## config.mk

```make
export PLATFORM = sky130hd
export DESIGN_NAME = iir_mac_filter
export DESIGN_NICKNAME = d
export VERILOG_FILES = /design/src/rtl/iir_mac_filter.sv
export SDC_FILE = /design/constraint.sdc
export NUM_CORES = 2
export LEC_CHECK = 0
export CAP_MARGIN = 5
export CORE_UTILIZATION = 50
export CTS_BUF_LIST = sky130_fd_sc_hd__clkbuf_8
export CTS_CLUSTER_DIAMETER = 50
export DETAILED_ROUTE_END_ITERATION = 6
export PLACE_DENSITY_LB_ADDON = 0.05
export SLEW_MARGIN = 25
export SYNTH_ARGS = -nofsm -noshare
export SYNTH_HDL_FRONTEND = slang
export SYNTH_SLANG_ARGS = --single-unit
```

## constraint.sdc

```tcl
create_clock -name clk -period 12.08 [get_ports clk]
set_input_delay 1.208 -clock clk [delete_from_list [all_inputs] [get_ports clk]]
set_output_delay 1.208 -clock clk [all_outputs]
set_load 0.01 [all_outputs]
```

## src/rtl/iir_mac_filter.sv

```systemverilog
// iir_mac_filter: multi-channel direct-form-I IIR filter built on one time-multiplexed signed MAC.
// Define IIR_SAT_EN to clamp y and out_data; otherwise both conversions wrap.
module iir_mac_filter #(
    parameter int IO_B   = 16,
    parameter int INT_B  = 7,
    parameter int FRAC_B = 24,
    parameter int NA     = 3,
    parameter int NB     = 4,
    parameter int CH     = 2,
    localparam int Q_BITS = INT_B + FRAC_B + 1,
    localparam int CH_W   = (CH > 1) ? $clog2(CH) : 1,
    localparam int CA_W   = $clog2(NA + NB)
) (
    input  logic                     clk,
    input  logic                     reset_n,
    input  logic signed [IO_B-1:0]   in_data,
    input  logic [CH_W-1:0]          in_ch,
    input  logic                     in_valid,
    output logic                     in_ready,
    output logic signed [IO_B-1:0]   out_data,
    output logic [CH_W-1:0]          out_ch,
    output logic                     out_valid,
    input  logic                     coef_we,
    input  logic [CA_W-1:0]          coef_addr,
    input  logic signed [Q_BITS-1:0] coef_wdata
);

    localparam int SH = FRAC_B - IO_B + 1;
    localparam int NC = NA + NB;
    localparam int PW = 2 * Q_BITS;
    localparam int AW = PW + $clog2(NC);
    localparam logic signed [Q_BITS-1:0] ONE = Q_BITS'(1) << FRAC_B;

    typedef enum logic [2:0] {IDLE, CALC_A, CALC_B, LAST_ACC, DONE, DISCARD} state_t;

    state_t                   state;
    logic [CH_W-1:0]          ch_r;
    logic [CA_W-1:0]          cntr;
    logic signed [PW-1:0]     mult;
    logic signed [PW-1:0]     prod;
    logic signed [AW-1:0]     acc;
    logic signed [Q_BITS-1:0] coef [NC];
    logic signed [Q_BITS-1:0] xh [CH][NB];
    logic signed [Q_BITS-1:0] yh [CH][NA];
    logic signed [Q_BITS-1:0] x_in;
    logic signed [Q_BITS-1:0] coef_sel;
    logic signed [Q_BITS-1:0] hist_sel;
    logic signed [Q_BITS-1:0] y_new;
    logic signed [IO_B-1:0]   out_new;
    logic                     ch_ok;
    logic                     addr_ok;

    assign x_in = Q_BITS'(in_data) <<< SH;

    if (CH == (1 << CH_W)) begin : g_ch_all
        assign ch_ok = 1'b1;
    end else begin : g_ch_cmp
        assign ch_ok = (in_ch < CH_W'(CH));
    end

    if (NC == (1 << CA_W)) begin : g_addr_all
        assign addr_ok = 1'b1;
    end else begin : g_addr_cmp
        assign addr_ok = (coef_addr < CA_W'(NC));
    end

    // Operand select for the shared multiplier: a/y during CALC_A, b/x during CALC_B.
    always_comb begin
        coef_sel = '0;
        hist_sel = '0;
        if (state == CALC_A) begin
            for (int unsigned k = 0; k < NA; k++) begin
                if (cntr == CA_W'(k)) begin
                    coef_sel = coef[k];
                    for (int unsigned c = 0; c < CH; c++)
                        if (ch_r == CH_W'(c)) hist_sel = yh[c][k];
                end
            end
        end else if (state == CALC_B) begin
            for (int unsigned k = 0; k < NB; k++) begin
                if (cntr == CA_W'(k)) begin
                    coef_sel = coef[NA + k];
                    for (int unsigned c = 0; c < CH; c++)
                        if (ch_r == CH_W'(c)) hist_sel = xh[c][k];
                end
            end
        end
        prod = PW'(coef_sel) * PW'(hist_sel);
    end

`ifdef IIR_SAT_EN
    localparam logic signed [AW-1:0]     Y_MAX = AW'({1'b0, {(Q_BITS-1){1'b1}}});
    localparam logic signed [AW-1:0]     Y_MIN = ~Y_MAX;
    localparam logic signed [Q_BITS-1:0] O_MAX = Q_BITS'({1'b0, {(IO_B-1){1'b1}}});
    localparam logic signed [Q_BITS-1:0] O_MIN = ~O_MAX;

    logic signed [AW-1:0]     acc_sh;
    logic signed [Q_BITS-1:0] y_sh;

    always_comb begin
        acc_sh = acc >>> FRAC_B;
        if (acc_sh > Y_MAX)
            y_new = {1'b0, {(Q_BITS-1){1'b1}}};
        else if (acc_sh < Y_MIN)
            y_new = {1'b1, {(Q_BITS-1){1'b0}}};
        else
            y_new = acc_sh[Q_BITS-1:0];
        y_sh = y_new >>> SH;
        if (y_sh > O_MAX)
            out_new = {1'b0, {(IO_B-1){1'b1}}};
        else if (y_sh < O_MIN)
            out_new = {1'b1, {(IO_B-1){1'b0}}};
        else
            out_new = y_sh[IO_B-1:0];
    end
`else
    logic unused_acc;

    assign y_new      = acc[FRAC_B+Q_BITS-1:FRAC_B];
    assign out_new    = y_new[SH+IO_B-1:SH];
    assign unused_acc = ^{acc[AW-1:FRAC_B+Q_BITS], acc[FRAC_B-1:0]};
`endif

    always_ff @(posedge clk or negedge reset_n) begin
        if (!reset_n) begin
            state     <= IDLE;
            in_ready  <= 1'b1;
            out_valid <= 1'b0;
            out_data  <= '0;
            out_ch    <= '0;
            ch_r      <= '0;
            cntr      <= '0;
            acc       <= '0;
            mult      <= '0;
            for (int unsigned k = 0; k < NC; k++)
                coef[k] <= (k == NA) ? ONE : '0;
            for (int unsigned c = 0; c < CH; c++) begin
                for (int unsigned k = 0; k < NB; k++) xh[c][k] <= '0;
                for (int unsigned k = 0; k < NA; k++) yh[c][k] <= '0;
            end
        end else begin
            out_valid <= 1'b0;
            // Coefficients are only read from CALC_A on, so a write on the accept edge is seen by that sample.
            if (coef_we && in_ready && addr_ok)
                for (int unsigned k = 0; k < NC; k++)
                    if (coef_addr == CA_W'(k)) coef[k] <= coef_wdata;

            case (state)
                IDLE: begin
                    if (in_valid) begin
                        in_ready <= 1'b0;
                        if (ch_ok) begin
                            ch_r <= in_ch;
                            for (int unsigned c = 0; c < CH; c++) begin
                                if (in_ch == CH_W'(c)) begin
                                    for (int unsigned k = NB - 1; k > 0; k--)
                                        xh[c][k] <= xh[c][k-1];
                                    xh[c][0] <= x_in;
                                end
                            end
                            acc   <= '0;
                            mult  <= '0;
                            cntr  <= '0;
                            state <= CALC_A;
                        end else begin
                            state <= DISCARD;
                        end
                    end
                end
                CALC_A: begin
                    mult <= prod;
                    acc  <= acc + AW'(mult);
                    if (cntr == CA_W'(NA - 1)) begin
                        cntr  <= '0;
                        state <= CALC_B;
                    end else begin
                        cntr <= cntr + 1'b1;
                    end
                end
                CALC_B: begin
                    mult <= prod;
                    acc  <= acc + AW'(mult);
                    if (cntr == CA_W'(NB - 1)) begin
                        cntr  <= '0;
                        state <= LAST_ACC;
                    end else begin
                        cntr <= cntr + 1'b1;
                    end
                end
                LAST_ACC: begin
                    acc   <= acc + AW'(mult);
                    state <= DONE;
                end
                DONE: begin
                    for (int unsigned c = 0; c < CH; c++) begin
                        if (ch_r == CH_W'(c)) begin
                            for (int unsigned k = NA - 1; k > 0; k--)
                                yh[c][k] <= yh[c][k-1];
                            yh[c][0] <= y_new;
                        end
                    end
                    out_data  <= out_new;
                    out_ch    <= ch_r;
                    out_valid <= 1'b1;
                    in_ready  <= 1'b1;
                    state     <= IDLE;
                end
                DISCARD: begin
                    in_ready <= 1'b1;
                    state    <= IDLE;
                end
                default: begin
                    in_ready <= 1'b1;
                    state    <= IDLE;
                end
            endcase
        end
    end

endmodule

```

==> flow_summary.yaml <==
power_and_ir_drop:
  swShare: 0.521
  p_int_uw: 9990
  seq_power_share: 0.185
  power.density_nw_per_um2: 292
  clkPwrFrac: 0.114
  combPwrFrac: 0.701
  p_leak_uw: 0.0342
  switching_power_uw: 10900
  ir_drop_mv: 0.342
  total_power_uw: 20900
yosys:
  synth_area_um2: 65300
  synth_enable_flop_cells: 0
  synthCells: 6396
  synth.area.top_cells: "fa_1, dfrtp_1, mux2_2, inv_1, nand2_1"
  async_flop_share: 1.00
  synth.avg_cell_area_um2: 10.2
  synth_cell_types: 85
  synth_area_leader_cell: "fa_1"
  synth_ff_type: "dfrtp_1"
  synth_nets: 7672
  synthTopCellsByCount: "fa_1, inv_1, nand2_1"
  yosysTopAreaCellShare: 0.302
  synth_warnings: 0
  ys_seq_elements: 682
  seq_area_frac_synth: 0.261
  synth_most_common_cell: "fa_1"
global_route:
  grt_first_pass_wirelength_um: 301000
  grt_max_degree: 184
  grt_pass1_vias: 49100
  grt_overflow: 0
  grt_use_total: 0.302
  antenna_found_initial: 4
clock_tree:
  root_buffer: "clkbuf_8"
  tritoncts: "done"
  clk_pin_slew_ns: 0.06
  htree_levels: 3
  cts_buffer_depth: 3
  clock_sinks: 682
  cts.repair.resized: 0
  cts_buffers: 121
  postCtsSetupBuffers: 0
  clk-insertion-delay-late_ns: 0.87
  hold_buffers: 0
worst_setup_path:
  critPathMaxFanout: 48
  cp_slowest_cell: "o41ai_1"
  cpMostUsedCell: "fa_1"
  reg2reg_from: "cntr[0]$_DFFE_PN0P_"
  critPathCaptureType: "flop"
  crit_type: "flop to flop"
  rr_endpoint: "mult[45]$_DFFE_PN0P_"
  cp_data_arrival_time_ns: 11.72
  reg2reg_depth: 35
  start_kind: "flop"
  r2r_setup_slack_ns: 1.07
  worstPathRequired_ns: 12.79
  cpPeakStageDelay_ns: 0.73
timing:
  slew_headroom: 0.230
  period_share: 0.912
  tightest_slew_ns: 1.15
  fin_ws_ns: 1.07
  timing.fmax_mhz: 90.8
  drv_slew: 0
  clock_skew_ns: 0.0797
  timing.final.crit_period_ns: 11.01
  tns_ns: 0
  rsz0062_at_grt: "false"
  hold_violations: 0
  finalSetupViolCount: 0
run:
  max_cap_violations: 0
min_path:
  hp-class: "primary input to async pin"
place:
  numPortBuffers: 74
  postPlaceCellArea_um2: 68500
  pre_cts_slack_ns: 1.31
  routabilityCongestion: 0.958
  dp_hpwl_um: 144000
route:
  via_count: 46700
  drt_iter0_drc: 3124
  vias_per_cell: 5.66
  detail_route.wl_per_cell_um: 23.5
  first_pass_iters: 7
  postRouteAntennaNets: 0
  drcViolationCount: 0
  totalWireLength_um: 193000
status:
  outcome: "finished, final reports clean"
finish:
  area_delta_synth_final_pct: 9.39
  final_nets: 7665
  fillers: 11700
  drive_gt1_frac: 0.154
  final_area_um2: 71400
  finish.utilization: 0.552
floorplan:
  fp.dieH_um: 363
  num_rows: 132
  die_x_um: 363
  io_pins: 75
  initial_utilization: 0.504
  core-area_um2: 129000
  die_area_um2: 132000
-- layout by cell type, fill, tap and decap left out, types with 15 or more instances in the layout --
cell / count
nand2b_1: 34
ha_1: 235
o21bai_1: 15
a21o_1: 63
o21a_1: 33
nor3_1: 25
o211ai_1: 21
o31a_1: 15
nand4_1: 15
nand3_1: 42
fa_1: 984
clkdlybuf4s50_1: 73
a221oi_1: 18
o221ai_1: 39
xnor2_1: 65
and2_1: 77
clkinv_2: 24
clkbuf_8: 161
dfrtp_1: 679
a221o_1: 32
o21ai_0: 184
nor2b_1: 21
inv_1: 956
xor2_1: 39
a22oi_1: 24
mux2i_1: 161
nor2_1: 438
a21oi_1: 158
mux2_2: 548
buf_4: 143
a22o_1: 16
nand2_1: 867
-- registers in the layout (all words and copies together) (netlist names) --
register and flops:
out_data 16, in_ready 1, acc 56, out_valid 1, state 3, ch_r 1
xh 128, yh 192, coef 224, cntr 3, mult 56, out_ch 1
-- stage by stage --
step	std cells	hold WS (ns)
4_1_cts	8230	0.431
3_3_place_gp	8004	0.460
2_1_floorplan	6396	0.454
3_5_place_dp	8004	0.463
5_1_grt	8237	0.178
6_report	8239	0.214
-- power by group through the flow --
stage,sequential [uW],clock [uW],combinational [uW]
final,3850,2390,14600
after global routing,3970,2560,15900
after CTS,3850,2450,14600
after detailed placement,3880,0,14500
after global placement,3860,0,14400
after floorplan,3600,0,9540
-- routing by layer --
layer  vias up  part of all wire  global-route usage
li1      20500                 -                   -
met1     24500              0.43               0.413
met2      1334              0.47               0.483
met3       376             0.060              0.0435
met4         0             0.044               0.127
met5         -                 0                   0
-- worst max-delay path by stage --
stage                             start                   end  slack [ns]  cells after the start
floorplan           cntr[0]$_DFFE_PN0P_  mult[55]$_DFFE_PN0P_        2.22                     36
global placement    cntr[0]$_DFFE_PN0P_  mult[45]$_DFFE_PN0P_        1.36                     35
detailed placement  cntr[0]$_DFFE_PN0P_  mult[45]$_DFFE_PN0P_        1.31                     35
CTS                 cntr[0]$_DFFE_PN0P_  mult[45]$_DFFE_PN0P_        1.24                     35
global route        cntr[0]$_DFFE_PN0P_  mult[45]$_DFFE_PN0P_        0.56                     34
finish              cntr[0]$_DFFE_PN0P_  mult[45]$_DFFE_PN0P_        1.07                     35
-- cells by family (layout without fill, tap and decap cells) --
| group | count (synthesis) | after routing | synth area share |
|---|---|---|---|
| muxes | 710 | 710 | 0.119 |
| other | 0 | 5 | 0 |
| and+or+nand+nor | 1594 | 1594 | 0.102 |
| buffers and inverters | 1297 | 1393 | 0.0755 |
| DFF | 682 | 682 | 0.261 |
| xor gates and xnor gates | 105 | 105 | 0.0143 |
| adders and majority gates | 1220 | 1220 | 0.347 |
| AOI/OAI and AO/OA | 788 | 788 | 0.0808 |
-- worst max-delay path: cells and delay by family (launching register included) --
kind	cells	cell delay, ns
AOI/OAI and AO/OA	10	2.65
adders and majority gates	10	5.01
buffers and inverters	9	1.18
DFF	1	0.42
muxes	1	0.26
and+or+nand+nor	5	1.25
-- final cells by class --
type	instances	area (um^2)	area share
Multi-Input combinational cell	4417	43800	0.613
Inverter	936	3510	0.0492
Clock inverter	65	547	0.00765
Clock buffer	161	2220	0.0310
Tap cell	1742	2180	0.0305
Sequential cell	682	17100	0.239
Antenna cell	5	12.5	0.000175
Timing Repair Buffer	231	2100	0.0295
No activity file was read; power rests on OpenSTA's default activity.
